**config.mk**
```make
export PLATFORM = sky130hd
export DESIGN_NAME = noc_split
export DESIGN_NICKNAME = d
export VERILOG_FILES = /design/src/rtl/noc_split.sv
export SDC_FILE = /design/constraint.sdc
export NUM_CORES = 1
export LEC_CHECK = 0
export CAP_MARGIN = 20
export CORE_AREA = 5 5 257 259
export CTS_CLUSTER_SIZE = 25
export DETAILED_ROUTE_END_ITERATION = 10
export DIE_AREA = 0 0 262 264
export HOLD_SLACK_MARGIN = 0.05
export PLACE_DENSITY = 0.82
export SYNTH_ARGS = -nofsm -noshare
export SYNTH_HDL_FRONTEND = slang
export SYNTH_SLANG_ARGS = --single-unit
```
**constraint.sdc**
```tcl
create_clock -name clk -period 21.6 [get_ports clk]
set_input_delay 2.16 -clock clk [delete_from_list [all_inputs] [get_ports clk]]
set_output_delay 2.16 -clock clk [all_outputs]
set_load 0.01 [all_outputs]
```
**src/rtl/noc_split.sv**
```systemverilog
// Ejection-side splitter: steers NoC packets to the core or bcont FIFO, drops on overflow.
// Optional drop counter port drop_cnt_o is compiled in with NOC_SPLIT_DROP_CNT_EN.
module noc_split #(
  parameter int DATA_WIDTH       = 65,
  parameter int VALID_BIT_OFFSET = 64,
  parameter int DEST_BIT_OFFSET  = 63,
  parameter int LEN_OFFSET       = 56,
  parameter int LEN_WIDTH        = 4,
  parameter int BUF_DEPTH        = 8,
  parameter int LOG2_BUF_DEPTH   = 3,
  parameter int STALL_MARGIN     = 2
) (
  input  logic                  clk,
  input  logic                  rst,
  input  logic [DATA_WIDTH-1:0] noc_i,
  output logic [DATA_WIDTH-1:0] core_o,
  input  logic                  core_rdy_i,
  output logic [DATA_WIDTH-1:0] bcont_o,
  input  logic                  bcont_rdy_i,
  output logic                  noc_stall_o,
  output logic                  ovf_o
`ifdef NOC_SPLIT_DROP_CNT_EN
  ,
  output logic [7:0]            drop_cnt_o
`endif
);

  localparam int OCC_W = LOG2_BUF_DEPTH + 1;
  localparam int PTR_W = LOG2_BUF_DEPTH;
  localparam logic [OCC_W-1:0] FULL_OCC  = OCC_W'(BUF_DEPTH);
  localparam logic [OCC_W-1:0] STALL_OCC = OCC_W'(BUF_DEPTH - STALL_MARGIN);

  typedef enum logic {IDLE, BODY} state_t;

  state_t               state_q, state_n;
  logic [LEN_WIDTH-1:0] cnt_q, cnt_n;
  logic                 cur_dest_q, cur_dest_n;
  logic                 flit_valid;
  logic                 route_bcont;

  // Index 0 is the core FIFO, index 1 the bcont FIFO.
  logic [DATA_WIDTH-1:0] mem [2][BUF_DEPTH];
  logic [PTR_W-1:0]      wr_ptr [2];
  logic [PTR_W-1:0]      rd_ptr [2];
  logic [OCC_W-1:0]      occ [2];
  logic [1:0]            rdy, push, pop, accept, drop;

  assign flit_valid = noc_i[VALID_BIT_OFFSET];
  assign rdy        = {bcont_rdy_i, core_rdy_i};

  always_ff @(posedge clk or negedge rst) begin
    if (!rst) begin
      state_q    <= IDLE;
      cnt_q      <= '0;
      cur_dest_q <= 1'b0;
    end else begin
      state_q    <= state_n;
      cnt_q      <= cnt_n;
      cur_dest_q <= cur_dest_n;
    end
  end

  always_comb begin
    state_n    = state_q;
    cnt_n      = cnt_q;
    cur_dest_n = cur_dest_q;
    if (flit_valid) begin
      case (state_q)
        IDLE: begin
          cur_dest_n = noc_i[DEST_BIT_OFFSET];
          if (noc_i[LEN_OFFSET +: LEN_WIDTH] != '0) begin
            cnt_n   = noc_i[LEN_OFFSET +: LEN_WIDTH];
            state_n = BODY;
          end
        end
        BODY: begin
          if (cnt_q == LEN_WIDTH'(1)) begin
            cnt_n   = '0;
            state_n = IDLE;
          end else begin
            cnt_n = cnt_q - LEN_WIDTH'(1);
          end
        end
        default: state_n = IDLE;
      endcase
    end
  end

  // Headers route by their own DEST bit; body flits follow the latched destination.
  always_comb begin
    route_bcont = (state_q == IDLE) ? noc_i[DEST_BIT_OFFSET] : cur_dest_q;
    push        = flit_valid ? (route_bcont ? 2'b10 : 2'b01) : 2'b00;
  end

  // Pop is resolved first so a full FIFO being drained can still take a push.
  always_comb begin
    for (int d = 0; d < 2; d++) begin
      pop[d]    = (occ[d] != '0) & rdy[d];
      accept[d] = push[d] & ((occ[d] != FULL_OCC) | pop[d]);
      drop[d]   = push[d] & ~accept[d];
    end
  end

  always_ff @(posedge clk) begin
    for (int d = 0; d < 2; d++) begin
      if (accept[d]) mem[d][wr_ptr[d]] <= noc_i;
    end
  end

  always_ff @(posedge clk or negedge rst) begin
    if (!rst) begin
      for (int d = 0; d < 2; d++) begin
        wr_ptr[d] <= '0;
        rd_ptr[d] <= '0;
        occ[d]    <= '0;
      end
    end else begin
      for (int d = 0; d < 2; d++) begin
        if (accept[d]) wr_ptr[d] <= wr_ptr[d] + PTR_W'(1);
        if (pop[d])    rd_ptr[d] <= rd_ptr[d] + PTR_W'(1);
        if (accept[d] && !pop[d])      occ[d] <= occ[d] + OCC_W'(1);
        else if (!accept[d] && pop[d]) occ[d] <= occ[d] - OCC_W'(1);
      end
    end
  end

  always_ff @(posedge clk or negedge rst) begin
    if (!rst)       ovf_o <= 1'b0;
    else if (|drop) ovf_o <= 1'b1;
  end

`ifdef NOC_SPLIT_DROP_CNT_EN
  always_ff @(posedge clk or negedge rst) begin
    if (!rst)                              drop_cnt_o <= 8'd0;
    else if (|drop && drop_cnt_o != 8'hFF) drop_cnt_o <= drop_cnt_o + 8'd1;
  end
`endif

  always_comb begin
    core_o                    = mem[0][rd_ptr[0]];
    core_o[VALID_BIT_OFFSET]  = (occ[0] != '0);
    bcont_o                   = mem[1][rd_ptr[1]];
    bcont_o[VALID_BIT_OFFSET] = (occ[1] != '0);
    noc_stall_o               = (occ[0] >= STALL_OCC) | (occ[1] >= STALL_OCC);
  end

endmodule

```
# After elaboration in Yosys (flattened, before gate mapping)

Memory sizes are Yosys's and may differ from the RTL's.
Index checks and enable logic that the tools add are counted.

Flip-flop bits (word level): 27
Bits in latches: 0
Bits in writable memories: 1040
Bits in read-only memories: 0
Word-level logic and storage cells: 96
Memories kept: 1

Memories:

| memory | words | width | read ports | clocked after memory_dff | wr ports | line | source |
|---|---|---|---|---|---|---|---|
| mem    | 2     | 520   | 2          | 0                        | 1        | 42   | `logic [DATA_WIDTH-1:0] mem [2][BUF_DEPTH];` |

Add/sub/neg operators: 9
$mul: 0
Div/mod/pow operators: 0
$lt $le $gt $ge: 8
Equal/unequal tests: 4
Shifts and indexed selects: 0
Multiplexer cells: 30
Bitwise logic cells: 16
Reductions and logical operators: 18

Operators with widths:

| cell                                                | count |
|---|---|
| 2-to-1 mux 520 bit                                  | 4 |
| OR reduction 520 bit                                | 1 |
| binary-select mux 65 bit (select 3 bit)             | 2 |
| demux 65 bit (select 3 bit)                         | 2 |
| 2-to-1 mux 64 bit                                   | 4 |
| 2-to-1 mux 65 bit                                   | 2 |
| 2-to-1 mux 4 bit                                    | 6 |
| >= comparator 4 bit, second input constant          | 4 |
| NOT 3 -> 4 bit                                      | 4 |
| adder 3 x 1 -> 3 bit, second input constant         | 4 |
| nonzero test 4 bit                                  | 3 |
| subtractor 4 x 1 -> 4 bit, second input constant    | 3 |
| adder 4 x 1 -> 4 bit, second input constant         | 2 |
| >= comparator 4 x 3 -> 1 bit, second input constant | 2 |
| < comparator 4 x 1 -> 1 bit, second input constant  | 2 |
| != test 4 bit, second input constant                | 2 |
| case mux 4 bit (2 select lines)                     | 1 |
| bitwise AND 1 bit                                   | 6 |
| logical AND 1 bit                                   | 6 |
| 2-to-1 mux 1 bit                                    | 6 |
| == test 4 x 1 -> 1 bit, second input constant       | 1 |
| logical NOT 1 bit                                   | 4 |
| 2-to-1 mux 2 bit                                    | 2 |
| nonzero test 2 bit                                  | 2 |
| 6 further kinds                                     | 10 |

# Logic depth before layout (Yosys ltp)

Depth in word-level cells: 8
Gate-level depth with buffers: 10

# Worst setup path after synthesis

OpenSTA, ideal clock, no wires.

Path kind: input to register
Start: input port noc_i[64]
End: memory mem[0][715] (netlist bit), enable pin
Setup time: 0.667 ns
Arrival: 9.324 ns
Setup slack: 11.608 ns
Cell stages on the path: 4
Path buffers: 2
Cell sequence: clkbuf_1 o211ai_1 buf_2 nor4b_1

Cells in the longest elaborated chain, start to end: 6

RTL lines:

| item                                                                    | line | source |
|---|---|---|
| start: declaration                                                      | 15   | `input logic [DATA_WIDTH-1:0] noc_i,` |
| 2-to-1 mux 2 bit *                                                      | 92   | `push = flit_valid ? (route_bcont ? 2'b10 : 2'b01) : 2'b00;` |
| bitwise AND 1 bit                                                       | 99   | `accept[d] = push[d] & ((occ[d] != FULL_OCC) \| pop[d]);` |
| 2-to-1 mux 1 bit                                                        | 106  | `if (accept[d]) mem[d][wr_ptr[d]] <= noc_i;` |
| 2-to-1 mux 520 bit (not written as such)                                | 106  |  |
| OR reduction 520 bit (no line)                                          | --   |  |
| 2-to-1 mux 1 bit (no line) / 2-to-1 mux 520 bit (equally long branches) | --   |  |
| end: declaration                                                        | 42   |  |

Mark *: on every way between the ends. The rest lies on a longest branch, timed or not.

# Final worst setup path

Start: register rd_ptr[3] (netlist bit)
End: output port core_o[38]

Cells in the longest elaborated chain, start to end: 4

RTL lines:

| item                                                  | line | source |
|---|---|---|
| start: declaration                                    | 44   | `logic [PTR_W-1:0] rd_ptr [2];` |
| start signal: indexed assignment                      | 120  | `if (pop[d]) rd_ptr[d] <= rd_ptr[d] + PTR_W'(1);` |
| NOT 3 -> 4 bit (not written as such)                  | 140  | `core_o = mem[0][rd_ptr[0]];` |
| binary-select mux 65 bit (select 3 bit)               | 140  |  |
| 2-to-1 mux 64 bit (not written as such) (2 in series) | 140  |  |
| end: declaration                                      | 16   | `output logic [DATA_WIDTH-1:0] core_o,` |

No other way between the ends. The select of a mux whose other input is x is not followed.

==> flow_summary.yaml <==
timing:
  finalCriticalPeriod_ns: 6.479
  hold_viol: 0
  setup_violations: 0
  grt_setup_unrepaired: "false"
  relSlewSlack: 0.2366
  slew_violations: 0
  fin_tns_setup_ns: 0
  worstMarginPinSlew_ns: 1.145
  finalClockSkew_ns: 0.02833
  fmax_mhz: 154.3
  holdWs_ns: 0.5036
  min_period_over_period: 0.3000
synth:
  ys_top_cells_by_area: "edfxtp_1 77%, mux4_2 14%, mux2_2 3.8%"
  yosys_warnings: 0
  syn_inst: 1655
  synth-edff-count: 1024
  syn_avg_cell_area_um2: 24.27
  ys.flop_type: "edfxtp_1"
  yosysTopAreaCell: "edfxtp_1"
  syn_area_um2: 40170
  synth_async_sr_flop_share: 0.02569
  synth_seq_cells: 1051
  synth_top_area_frac: 0.7655
  synth_cell_types: 46
  syn_nets: 1738
  yosysSeqAreaShare: 0.7824
clocking:
  worst_skew_pair.late_latency_ns: 0.67
  cts_sinks: 1051
  numCtsBuffers: 99
  clockBufferDepth: 3
  clk_pin_slew_ns: 0.06
  cts_setup_buffers: 0
  cts-resized-gates: 0
  root_buffer: "clkbuf_16"
  cts_tree: "yes"
  h-tree-depth: 3
  cts_hold_repair.buffers: 0
placed_design:
  io_buffers: 200
  dp_hpwl_um: 46220
  dp.cells: 2663
  gp_congestion: 0.7304
  place_area_um2: 43150
die:
  core_area_um2: 63650
  rows: 93
  pin_count: 201
  start_util: 0.6311
  die_h_um: 264
  fp.dieW_um: 262
  die_area_um2: 69170
worst_setup_path:
  crit_start: "rd_ptr[3]$_DFFE_PN0P_"
  crit_path_max_fanout: 39
  startpoint_type: "register"
  critical_path_required_ns: 19.44
  r2r-end: "mem[0][212]$_DFFE_PP_"
  cp_cell_sequence: "buf_4, buf_4, mux4_2, mux2_2, clkdlybuf4s50_1"
  r2r-start: "state_q$_DFFE_PN0P_"
  cp_slowest_cell: "buf_4"
  rrSetupSlack_ns: 17.45
  worstRegToRegCells: 4
  end_kind: "output port"
  crit_arrival_ns: 4.32
  crit_type: "register to output port"
  cp_common_cell: "buf_4"
  critical_path.max_stage_delay_ns: 0.76
drt:
  avgViaCountPerCell: 6.769
  drc: 0
  wl_per_cell_um: 33.18
  vias: 19285
  postRouteAntennaNets: 0
  finalWirelength_um: 94540
  drtIter0Drc: 2662
  firstDrtPassIters: 5
min_path:
  hold_depth: 1
  hold_path_startpoint: "ovf_o$_DFFE_PN0P_"
  hold_path.class: "register to register"
  whs_endpoint: "ovf_o$_DFFE_PN0P_"
global_routing:
  use_met3: 0.04626
  grt_use_met2: 0.4501
  grt_use_total: 0.2741
  grt_pass1_wl_um: 138100
  grt-busiest-layer: "met2"
  gr-total-overflow: 0
  antenna_found_initial: 4
  grt_pass1_vias: 19923
  grt_max_degree: 75
  met1_usage: 0.3933
finish:
  area_delta_synth_final_pct: 15.84
  fin_area_um2: 46530
  fin_cells: 2849
  seq_area_um2: 31450
  drive_gt1_frac: 0.2975
  fillers: 3278
  nets: 1999
  final_util: 0.7310
  multi_input_area_um2: 8320
power_and_ir_drop:
  cellLeakagePower_nw: 14.69
  ir_drop_mv: 0.09296
  power_density_nw_per_um2: 138.6
outcome:
  outcome: "completed"
job:
  cap_violations: 0
[worst max-delay path: cells and delay by family, from the launching register on]
| family | cells | cell delay (ns) |
|---|---|---|
| buffers and inverters | 3 | 1.89 |
| multiplexers | 2 | 0.96 |
| flip-flops | 1 | 0.69 |
[routing by layer]
metal | vias to the layer above | wire [um]
li1 | 7592 | -
met1 | 10170 | 33940
met2 | 1331 | 48980
met3 | 188 | 8840
met4 | 4 | 2754
met5 | - | 21
[metrics by stage]
step	worst slack (ns)	power, mW
after floorplan	11.61	3.873
after global placement	15.67	4.627
after detailed placement	15.32	4.685
after CTS	15.02	6.464
after global routing	14.83	6.687
final	15.12	6.451
[report_power, final]
part           total (mW)  internal (mW)  switching (mW)
clock                1.74          0.996           0.747
combinational        2.07           1.08           0.990
sequential           2.64           2.47           0.169
total                6.45           4.55            1.91
[logic make-up (layout without fill, tap and decap cells)]
| group | Yosys count | count (layout) | share of synthesized area |
|---|---|---|---|
| multiplexers | 397 | 397 | 0.1829 |
| AND/OR/NAND/NOR | 60 | 60 | 0.008224 |
| adder cells (fa/ha/maj) | 14 | 14 | 0.004735 |
| AO/OA/AOI/OAI | 32 | 32 | 0.006137 |
| XOR/XNOR | 12 | 12 | 0.002617 |
| buffers and inverters | 89 | 427 | 0.01302 |
| flip-flops | 1051 | 1051 | 0.7824 |
| other | 0 | 1 | 0 |
[cell usage after synthesis (2+ instances only)]
library cell / instances
a2111o_1: 2
a21oi_1: 5
buf_1: 22
buf_2: 7
buf_4: 4
buf_6: 22
clkbuf_1: 23
dfrtp_1: 27
edfxtp_1: 1024
fa_1: 2
ha_1: 12
inv_1: 11
mux2_2: 136
mux2i_1: 5
mux4_2: 256
nand2_1: 12
nand2b_1: 7
nand3_1: 6
nand3b_1: 2
nor2_1: 8
nor3_1: 8
nor4_1: 2
nor4b_1: 4
o2111ai_1: 4
o211ai_1: 5
o21ai_0: 3
or3_1: 3
or4_1: 4
xnor2_1: 12
[layout make-up]
type,count,share of cell area
tap,855,0.02299
clock buffer,122,0.05647
inverter,11,0.0008874
clock inverter,56,0.01267
multi-input combinational,515,0.1788
antenna,1,0.00005378
timing repair buffer,238,0.05227
sequential,1051,0.6758
[placed cells by master (no fill, tap or decap), types with 4 or more instances in the layout]
cell | netlist | layout
xnor2_1 | 12 | 12
clkinv_2 | 0 | 17
mux4_2 | 256 | 256
clkbuf_16 | 0 | 102
buf_16 | 0 | 6
nand2b_1 | 7 | 7
bufinv_16 | 0 | 11
or4_1 | 4 | 4
mux2_2 | 136 | 136
mux2i_1 | 5 | 5
dfrtp_1 | 27 | 21
nand2_1 | 12 | 12
o2111ai_1 | 4 | 4
dfrtp_4 | 0 | 6
buf_4 | 4 | 30
inv_1 | 11 | 11
a21oi_1 | 5 | 5
edfxtp_1 | 1024 | 1024
clkdlybuf4s50_1 | 0 | 200
nor3_2 | 0 | 5
nor2_4 | 0 | 6
clkinv_1 | 0 | 20
nand3_1 | 6 | 6
clkbuf_1 | 23 | 20
o211ai_1 | 5 | 5
ha_1 | 12 | 12
[registers in the layout (all words and copies together), names as in the netlist]
signal      cells
mem          1024
occ             8
rd_ptr          6
wr_ptr          6
cnt_q           4
cur_dest_q      1
ovf_o           1
state_q         1
[worst max path at each step]
stage / slack [ns] / cells after the start / to
floorplan: 11.61 / 4 / mem[0][715]$_DFFE_PP_
global placement: 15.67 / 5 / mem[0][149]$_DFFE_PP_
detailed placement: 15.32 / 5 / mem[0][212]$_DFFE_PP_
CTS: 15.02 / 5 / core_o[38]
global route: 14.83 / 5 / core_o[38]
finish: 15.12 / 5 / core_o[38]
Note: power is estimated with default switching activity, not from simulation.
